$ cat config.mk
export PLATFORM = sky130hd
export DESIGN_NAME = uart_rx_fifo
export DESIGN_NICKNAME = d
export VERILOG_FILES = /design/src/rtl/uart_rx_fifo.sv
export SDC_FILE = /design/constraint.sdc
export NUM_CORES = 1
export LEC_CHECK = 0
export ABC_AREA = 1
export CORE_MARGIN = 2
export CORE_UTILIZATION = 35
export CTS_CLUSTER_SIZE = 16
export DETAILED_ROUTE_END_ITERATION = 12
export SLEW_MARGIN = 25
export SYNTH_ARGS = -nofsm -noshare
export SYNTH_HDL_FRONTEND = slang
export SYNTH_SLANG_ARGS = --single-unit
$ cat constraint.sdc
create_clock -name clk -period 2.2 [get_ports clk]
set_clock_uncertainty 0.1 [all_clocks]
set_input_delay 0.55 -clock clk [delete_from_list [all_inputs] [get_ports clk]]
set_output_delay 0.55 -clock clk [all_outputs]
set_load 0.05 [all_outputs]
$ cat src/rtl/uart_rx_fifo.sv
// 8N1 UART receiver: 2-flop sync, mid-bit sampling FSM, FWFT byte FIFO.
// Sticky overrun/framing flags, active-low ready, one-cycle pop.
module uart_rx_fifo #(
  parameter int FREQ       = 27_000_000,
  parameter int BAUD       = 115_200,
  parameter int FIFO_DEPTH = 16,
  localparam int AW        = $clog2(FIFO_DEPTH)
) (
  input  logic          clk,
  input  logic          rst,
  input  logic          rx,
  input  logic          rd_en,
  output logic [7:0]    rd_data,
  output logic          rxrdy_n,
  output logic [AW:0]   count,
  output logic          overrun,
  output logic          frame_err,
  input  logic          clr_err
);

  localparam int DIV = (FREQ + BAUD / 2) / BAUD;
  localparam int CW  = $clog2(DIV);
  localparam logic [CW-1:0] HALF = CW'(DIV / 2 - 1);
  localparam logic [CW-1:0] FULL = CW'(DIV - 1);
  localparam logic [AW:0]   CAP  = (AW + 1)'(FIFO_DEPTH);

  typedef enum logic [2:0] {
    S_IDLE, S_START, S_DATA, S_STOP, S_BREAK
  } state_e;

  state_e        state_q, state_d;
  logic          s1_q, s2_q;
  logic [CW-1:0] baud_q, baud_d;
  logic [2:0]    bit_q, bit_d;
  logic [7:0]    shift_q, shift_d;
  logic [AW-1:0] wptr_q, wptr_d;
  logic [AW-1:0] rptr_q, rptr_d;
  logic [AW:0]   count_q, count_d;
  logic          ovr_q, ovr_d;
  logic          fe_q, fe_d;
  logic [7:0]    mem_q [FIFO_DEPTH];

  logic rx_s, tick, push, fe_set;
  logic empty, full, do_pop, do_push, ovr_set;

  assign rx_s = s2_q;
  assign tick = (baud_q == '0);

  always_ff @(posedge clk) begin
    if (rst) begin
      state_q <= S_IDLE;
      s1_q    <= 1'b1;
      s2_q    <= 1'b1;
      baud_q  <= '0;
      bit_q   <= '0;
      shift_q <= '0;
      wptr_q  <= '0;
      rptr_q  <= '0;
      count_q <= '0;
      ovr_q   <= 1'b0;
      fe_q    <= 1'b0;
    end else begin
      state_q <= state_d;
      s1_q    <= rx;
      s2_q    <= s1_q;
      baud_q  <= baud_d;
      bit_q   <= bit_d;
      shift_q <= shift_d;
      wptr_q  <= wptr_d;
      rptr_q  <= rptr_d;
      count_q <= count_d;
      ovr_q   <= ovr_d;
      fe_q    <= fe_d;
    end
  end

  always_ff @(posedge clk) begin
    if (do_push) mem_q[wptr_q] <= shift_q;
  end

  always_comb begin
    state_d = state_q;
    unique case (state_q)
      S_IDLE:  if (!rx_s) state_d = S_START;
      S_START: if (tick) state_d = rx_s ? S_IDLE : S_DATA;
      S_DATA:  if (tick && bit_q == 3'd7) state_d = S_STOP;
      S_STOP:  if (tick) state_d = rx_s ? S_IDLE : S_BREAK;
      S_BREAK: if (rx_s) state_d = S_IDLE;
      default: state_d = S_IDLE;
    endcase
  end

  always_comb begin
    baud_d  = tick ? baud_q : baud_q - CW'(1);
    bit_d   = bit_q;
    shift_d = shift_q;
    push    = 1'b0;
    fe_set  = 1'b0;
    unique case (state_q)
      S_IDLE: if (!rx_s) baud_d = HALF;
      S_START: begin
        if (tick && !rx_s) begin
          baud_d = FULL;
          bit_d  = '0;
        end
      end
      S_DATA: begin
        if (tick) begin
          shift_d[bit_q] = rx_s;
          baud_d         = FULL;
          bit_d          = bit_q + 3'd1;
        end
      end
      S_STOP: begin
        if (tick) begin
          push   = rx_s;
          fe_set = !rx_s;
        end
      end
      default: ;
    endcase
  end

  // A pop frees the slot a simultaneous push needs, so full+pop never overruns.
  always_comb begin
    empty   = (count_q == '0);
    full    = (count_q == CAP);
    do_pop  = rd_en & !empty;
    do_push = push & (!full | do_pop);
    ovr_set = push & full & !do_pop;
    wptr_d  = do_push ? wptr_q + AW'(1) : wptr_q;
    rptr_d  = do_pop ? rptr_q + AW'(1) : rptr_q;
    count_d = count_q + (AW + 1)'(do_push) - (AW + 1)'(do_pop);
    ovr_d   = (ovr_q & ~clr_err) | ovr_set;
    fe_d    = (fe_q & ~clr_err) | fe_set;
  end

  assign rxrdy_n   = empty;
  assign rd_data   = empty ? 8'h00 : mem_q[rptr_q];
  assign count     = count_q;
  assign overrun   = ovr_q;
  assign frame_err = fe_q;

endmodule

Yosys cells after proc, flatten, opt, wreduce, memory -nomap -nowiden

Memories as Yosys holds them, arrays and structs flattened. A register that Yosys moved wholly into a read port is not among the register bits.
Cells that the tools add are included.
Widths: inputs -> output; s select.

Add/sub/neg operators: 6
Equality and inequality tests: 13
Reduce and logical (&&, ||, !) cells: 14
Muxes and demuxes: 28
Bitwise logic cells: 10
Order comparisons: 2

Operator list:

| kind                | count |
|---|---|
| $mux 8              | 5 |
| $mux 3              | 8 |
| $pmux 8 s3          | 1 |
| $pmux 3 s5          | 1 |
| $ne 2x2->1 const B  | 7 |
| $add 4x1->4 const B | 2 |
| $bwmux 8            | 1 |
| $logic_not 8->1     | 1 |
| $mux 4              | 2 |
| $sub 8x1->8 const B | 1 |
| $mux 1              | 7 |
| $and 1x1->1         | 6 |
| $eq 3x2->1 const B  | 2 |
| $eq 3x3->1 const B  | 2 |
| $pmux 3 s2          | 1 |
| $add 5x1->5         | 1 |
| $eq 5x5->1 const B  | 1 |
| $logic_not 5->1     | 1 |
| $reduce_and 5->1    | 1 |
| $sub 5x1->5         | 1 |
| $logic_not 1->1     | 4 |
| $lt 3x4->1 const B  | 1 |
| $add 3x1->3 const B | 1 |
| $demux 1 s3         | 1 |
| other kinds (10)    | 14 |

Flip-flop bits (word level): 39
Memories: 1
RAM bits: 128
Word-level logic and storage cells: 85
Output and inout port bits: 16
Input port bits: 5

Memories:

| name  | depth | bits a word | read ports | clocked after Yosys merged registers in | wr ports | RTL line | RTL |
|---|---|---|---|---|---|---|---|
| mem_q | 16    | 8           | 1          | 1                                       | 1        | 41       | `logic [7:0] mem_q [FIFO_DEPTH];` |

Logic depth before layout (Yosys ltp)

Word-level depth: 7
Gate-level depth with buffers: 13

Least setup slack after synthesis

OpenSTA, ideal clock, no wires.

Kind: reg2out
Start point: register count_q[2], in the netlist count[2]
End point: output rd_data[0]
Data arrival time: 2469 ps
Buffers on the path: 0
Setup slack: -919 ps
Data required time: 1550 ps
Stages on the path, launching flop included: 6
Path through: dfxtp_1 inv_1 ha_1 nand3_1 clkinv_1 a21oi_1

Word-level cells in the longest chain between the ends: 2

RTL lines:

| item                   | RTL line | RTL |
|---|---|---|
| start, declared        | 38       | `logic [AW:0] count_q, count_d;` |
| start signal, assigned | 71       | `count_q <= count_d;` |
| $logic_not 5->1        | 126      | `empty = (count_q == '0);` |
| net rxrdy_n            | 14       | `output logic rxrdy_n,` |
| $mux 8                 | 139      | `assign rd_data = empty ? 8'h00 : mem_q[rptr_q];` |
| end, declared          | 13       | `output logic [7:0] rd_data,` |

The timed path passes the listed nets, and every way through them passes these cells.

==> summary.json <==
{
  "first_pass_iters": 5,
  "drt-total-wl_mm": 18.1,
  "maximum_count_of_clock_buffers_along_a_single_path": 2,
  "gp_routability_congestion": 0.821,
  "synth.cells.most_frequent": "sky130_fd_sc_hd__nand2_1 (227), sky130_fd_sc_hd__edfxtp_1 (128), sky130_fd_sc_hd__nand3_1 (125)",
  "largest_area_contributor_in_the_netlist": "sky130_fd_sc_hd__edfxtp_1",
  "grt_max_degree": 33,
  "synth_async_sr_flop_share_pct": 0,
  "vias": 5453,
  "initial_core_util_pct": 35.4,
  "row_count": 53,
  "final_routed_drc_violation_total": 0,
  "finalHoldViolCount": 0,
  "placement.setup.worst_slack_ps": -544,
  "worst-setup-path-type": "flip-flop to output pin",
  "htreeDepth": 4,
  "grt_setup_unrepaired": "true",
  "gr-total-overflow": 0,
  "cp_slowest_cell": "sky130_fd_sc_hd__dfxtp_4",
  "timing.fmax_mhz": 389,
  "die_width_um": 149,
  "mappedNetlistNets": 770,
  "timing.critical_path.slowest_cell_delay_ps": 410,
  "die_h_um": 149,
  "fp.dieArea_mm2": 0.0223,
  "final_net_count": 857,
  "tightestPinTransition_ps": 860,
  "vias_in_the_first_global_route": 5218,
  "hold_path.startpoint": "s1_q$_SDFF_PP1_",
  "synth-seq-area-share_pct": 63.6,
  "path_cells": "clkinv_8, buf_12, buf_16, nand2_2, nand3_1, nand3_1, nand2_1, nand2_2, a21oi_4, buf_12",
  "cts_made_buffers": 17,
  "timing.critical_path.max_delay_family": "buffers and inverters",
  "yosys_warnings": 0,
  "clock_sink_count": 171,
  "maxSlewHeadroom_pct": 42.6,
  "crit_buf_inv": 4,
  "synth.most_common_cell": "sky130_fd_sc_hd__nand2_1",
  "finalSetupViolCount": 9,
  "netlist_top_cells_area": "sky130_fd_sc_hd__edfxtp_1 (52%), sky130_fd_sc_hd__dfxtp_1 (12%), sky130_fd_sc_hd__nand2_1 (12%)",
  "reg2reg_from": "baud_q[1]$_SDFF_PP0_",
  "count_of_flip_flops_with_a_built_in_enable_after_synthesis": 128,
  "synth_area_mm2": 0.00740,
  "clkTransAtPathRegs_ps": 60,
  "startpoint_type": "flip-flop",
  "critPathMaxFanout": 5,
  "synth_ff_type": "sky130_fd_sc_hd__edfxtp_1",
  "timing.hold.ws_ps": 313,
  "core_area_mm2": 0.0209,
  "timing.max_cap.violations": 0,
  "status": "complete, but fails checks",
  "finalCritPeriodShare_pct": 117,
  "max-vdd-ir-drop_mv": 0.839,
  "synth-seq-cells": 171,
  "syn_inst": 749,
  "post_synth_num_cell_types": 27,
  "cts_root_buf": "sky130_fd_sc_hd__clkbuf_16",
  "min_path_type": "flip-flop to flip-flop",
  "grt_antenna_before_repair": 0,
  "report.final.slew_viol_count": 0,
  "postSynthAreaPerCell_um2": 9.88,
  "failed_checks": "setup timing",
  "timing.critical_path.to_type": "output pin",
  "antennaDiodeCount": 0,
  "cp.arrival_ps": 1920,
  "fillCellCount": 1892,
  "clock_latency_ps": 430,
  "grt_pass1_wl_mm": 27.7,
  "track_usage_pct": 16.5,
  "areaGrowthSynthToFinish_pct": 34.0,
  "final_critical_path_setup_slack_ps": -368,
  "post_cts_hold_buffer_count": 0,
  "layout_min_cycle_time_ps": 2570,
  "io_pins": 21,
  "cp.required_ps": 1550,
  "layout-drive-gt1-share_pct": 30.6,
  "drt-initial-drc-count": 386,
  "route.antenna.remaining_nets": 0,
  "post_drt_wl_per_cell_um": 16.1,
  "place.port_buffers": 20,
  "cts_tree": "done",
  "power.density_mw_per_mm2": 1180,
  "dp.final_hpwl_mm": 11.1,
  "p_leak_uw": 0.00386,
  "routed_via_density": 4.85,
  "synthDominantCellAreaShare_pct": 51.9
}
## path summary, 6_finish.rpt
| check | slack [ps] | to | cells after the start |
|---|---|---|---|
| setup / recovery | -370 | rd_data[3] | 10 |
| hold / removal | 310 | rx_s$_SDFF_PP1_ | 1 |
| setup reg to reg | -50 | count[4]$_SDFF_PP0_ | 13 |
| hold reg to reg | 310 | rx_s$_SDFF_PP1_ | 1 |
## worst register-to-register path, stage by stage, from the launching register on
cell and delay (ps):
sky130_fd_sc_hd__dfxtp_2 320, sky130_fd_sc_hd__inv_2 70, sky130_fd_sc_hd__ha_4 150, sky130_fd_sc_hd__nand2_4 60, sky130_fd_sc_hd__nor2_4 130, sky130_fd_sc_hd__nand4_4 110, sky130_fd_sc_hd__ha_4 280, sky130_fd_sc_hd__inv_2 30
sky130_fd_sc_hd__ha_4 150, sky130_fd_sc_hd__fa_2 350, sky130_fd_sc_hd__a21oi_2 130, sky130_fd_sc_hd__o21bai_1 90, sky130_fd_sc_hd__o21ai_1 120, sky130_fd_sc_hd__a21oi_1 50
## cell type report
type,count,area (µm²),area share [%]
clock buffer,19,433,4.36
clock inverter,13,180,1.82
inverter,45,186,1.88
multi-input combinational,504,2890,29.1
sequential,171,4720,47.6
tap,275,344,3.47
timing repair buffer,97,1160,11.7
## logic make-up after synthesis
logic type | share of synthesized area (%)
and+or+nand+nor | 25.3
buffers and inverters | 4.09
adders and majority gates | 2.81
xor gates and xnor gates | 0.710
DFF | 63.6
AOI/OAI and AO/OA | 3.55
## sequential cells by signal, indices dropped and copies added (netlist names), named ones only
register   count
rx_s           1
count          5
shift_q        8
rptr_q         4
wptr_q         4
state_q        3
mem_q        128
s1_q           1
bit_q          3
frame_err      1
baud_q         8
overrun        1
## routing by layer
layer	up-vias	routed length, µm	track usage (%)
met5	-	0	0
met4	0	357	6.52
met3	27	1050	3.57
met2	158	8750	26.9
met1	2559	7970	21.6
li1	2709	-	-
## placed cells by master, fill, tap and decap left out, types with 3 or more instances in the layout
cell,instances
sky130_fd_sc_hd__nor2_4,5
sky130_fd_sc_hd__inv_2,10
sky130_fd_sc_hd__inv_1,32
sky130_fd_sc_hd__dfxtp_4,3
sky130_fd_sc_hd__clkdlybuf4s50_1,3
sky130_fd_sc_hd__edfxtp_1,128
sky130_fd_sc_hd__ha_1,11
sky130_fd_sc_hd__a21oi_4,8
sky130_fd_sc_hd__nand2_1,182
sky130_fd_sc_hd__or2_2,4
sky130_fd_sc_hd__a21oi_1,29
sky130_fd_sc_hd__clkbuf_16,22
sky130_fd_sc_hd__nor2_2,3
sky130_fd_sc_hd__inv_6,4
sky130_fd_sc_hd__o21ai_0,12
sky130_fd_sc_hd__dfxtp_1,34
sky130_fd_sc_hd__buf_16,4
sky130_fd_sc_hd__nand2_2,48
sky130_fd_sc_hd__nand3_2,37
sky130_fd_sc_hd__buf_6,3
sky130_fd_sc_hd__ha_4,4
sky130_fd_sc_hd__xor2_1,3
sky130_fd_sc_hd__nor2_1,55
sky130_fd_sc_hd__dlygate4sd2_1,4
sky130_fd_sc_hd__buf_4,57
sky130_fd_sc_hd__dfxtp_2,6
sky130_fd_sc_hd__bufinv_16,3
sky130_fd_sc_hd__buf_12,18
sky130_fd_sc_hd__nand2_4,4
sky130_fd_sc_hd__nand3_1,87
## metrics by stage
stage	util [%]	power [µW]	area (µm²)	cells	setup TNS, ps
floorplan	-	6430	7590	749	-538
global placement	41.2	7910	8600	1075	-23240
detailed placement	41.2	7940	8600	1075	-24970
CTS	45.5	11400	9500	1116	-3020
global route	47.5	12300	9920	1124	-3650
finish	47.5	11700	9920	1124	-2900
## power breakdown
| part | total [µW] | switching [µW] | internal, µW |
|---|---|---|---|
| clock | 3130 | 1310 | 1820 |
| combinational | 4860 | 2700 | 2160 |
| sequential | 3750 | 150 | 3600 |
| total | 11700 | 4160 | 7580 |
## what timing repair did
item,CTS,global route
pin swaps,14,39
buffers inserted,5,3
endpoints found under the setup margin,13,27
endpoints found under the hold margin,0,0
gates resized for setup,45,75
cloned,4,5
Note: power is estimated with default switching activity, not from simulation.
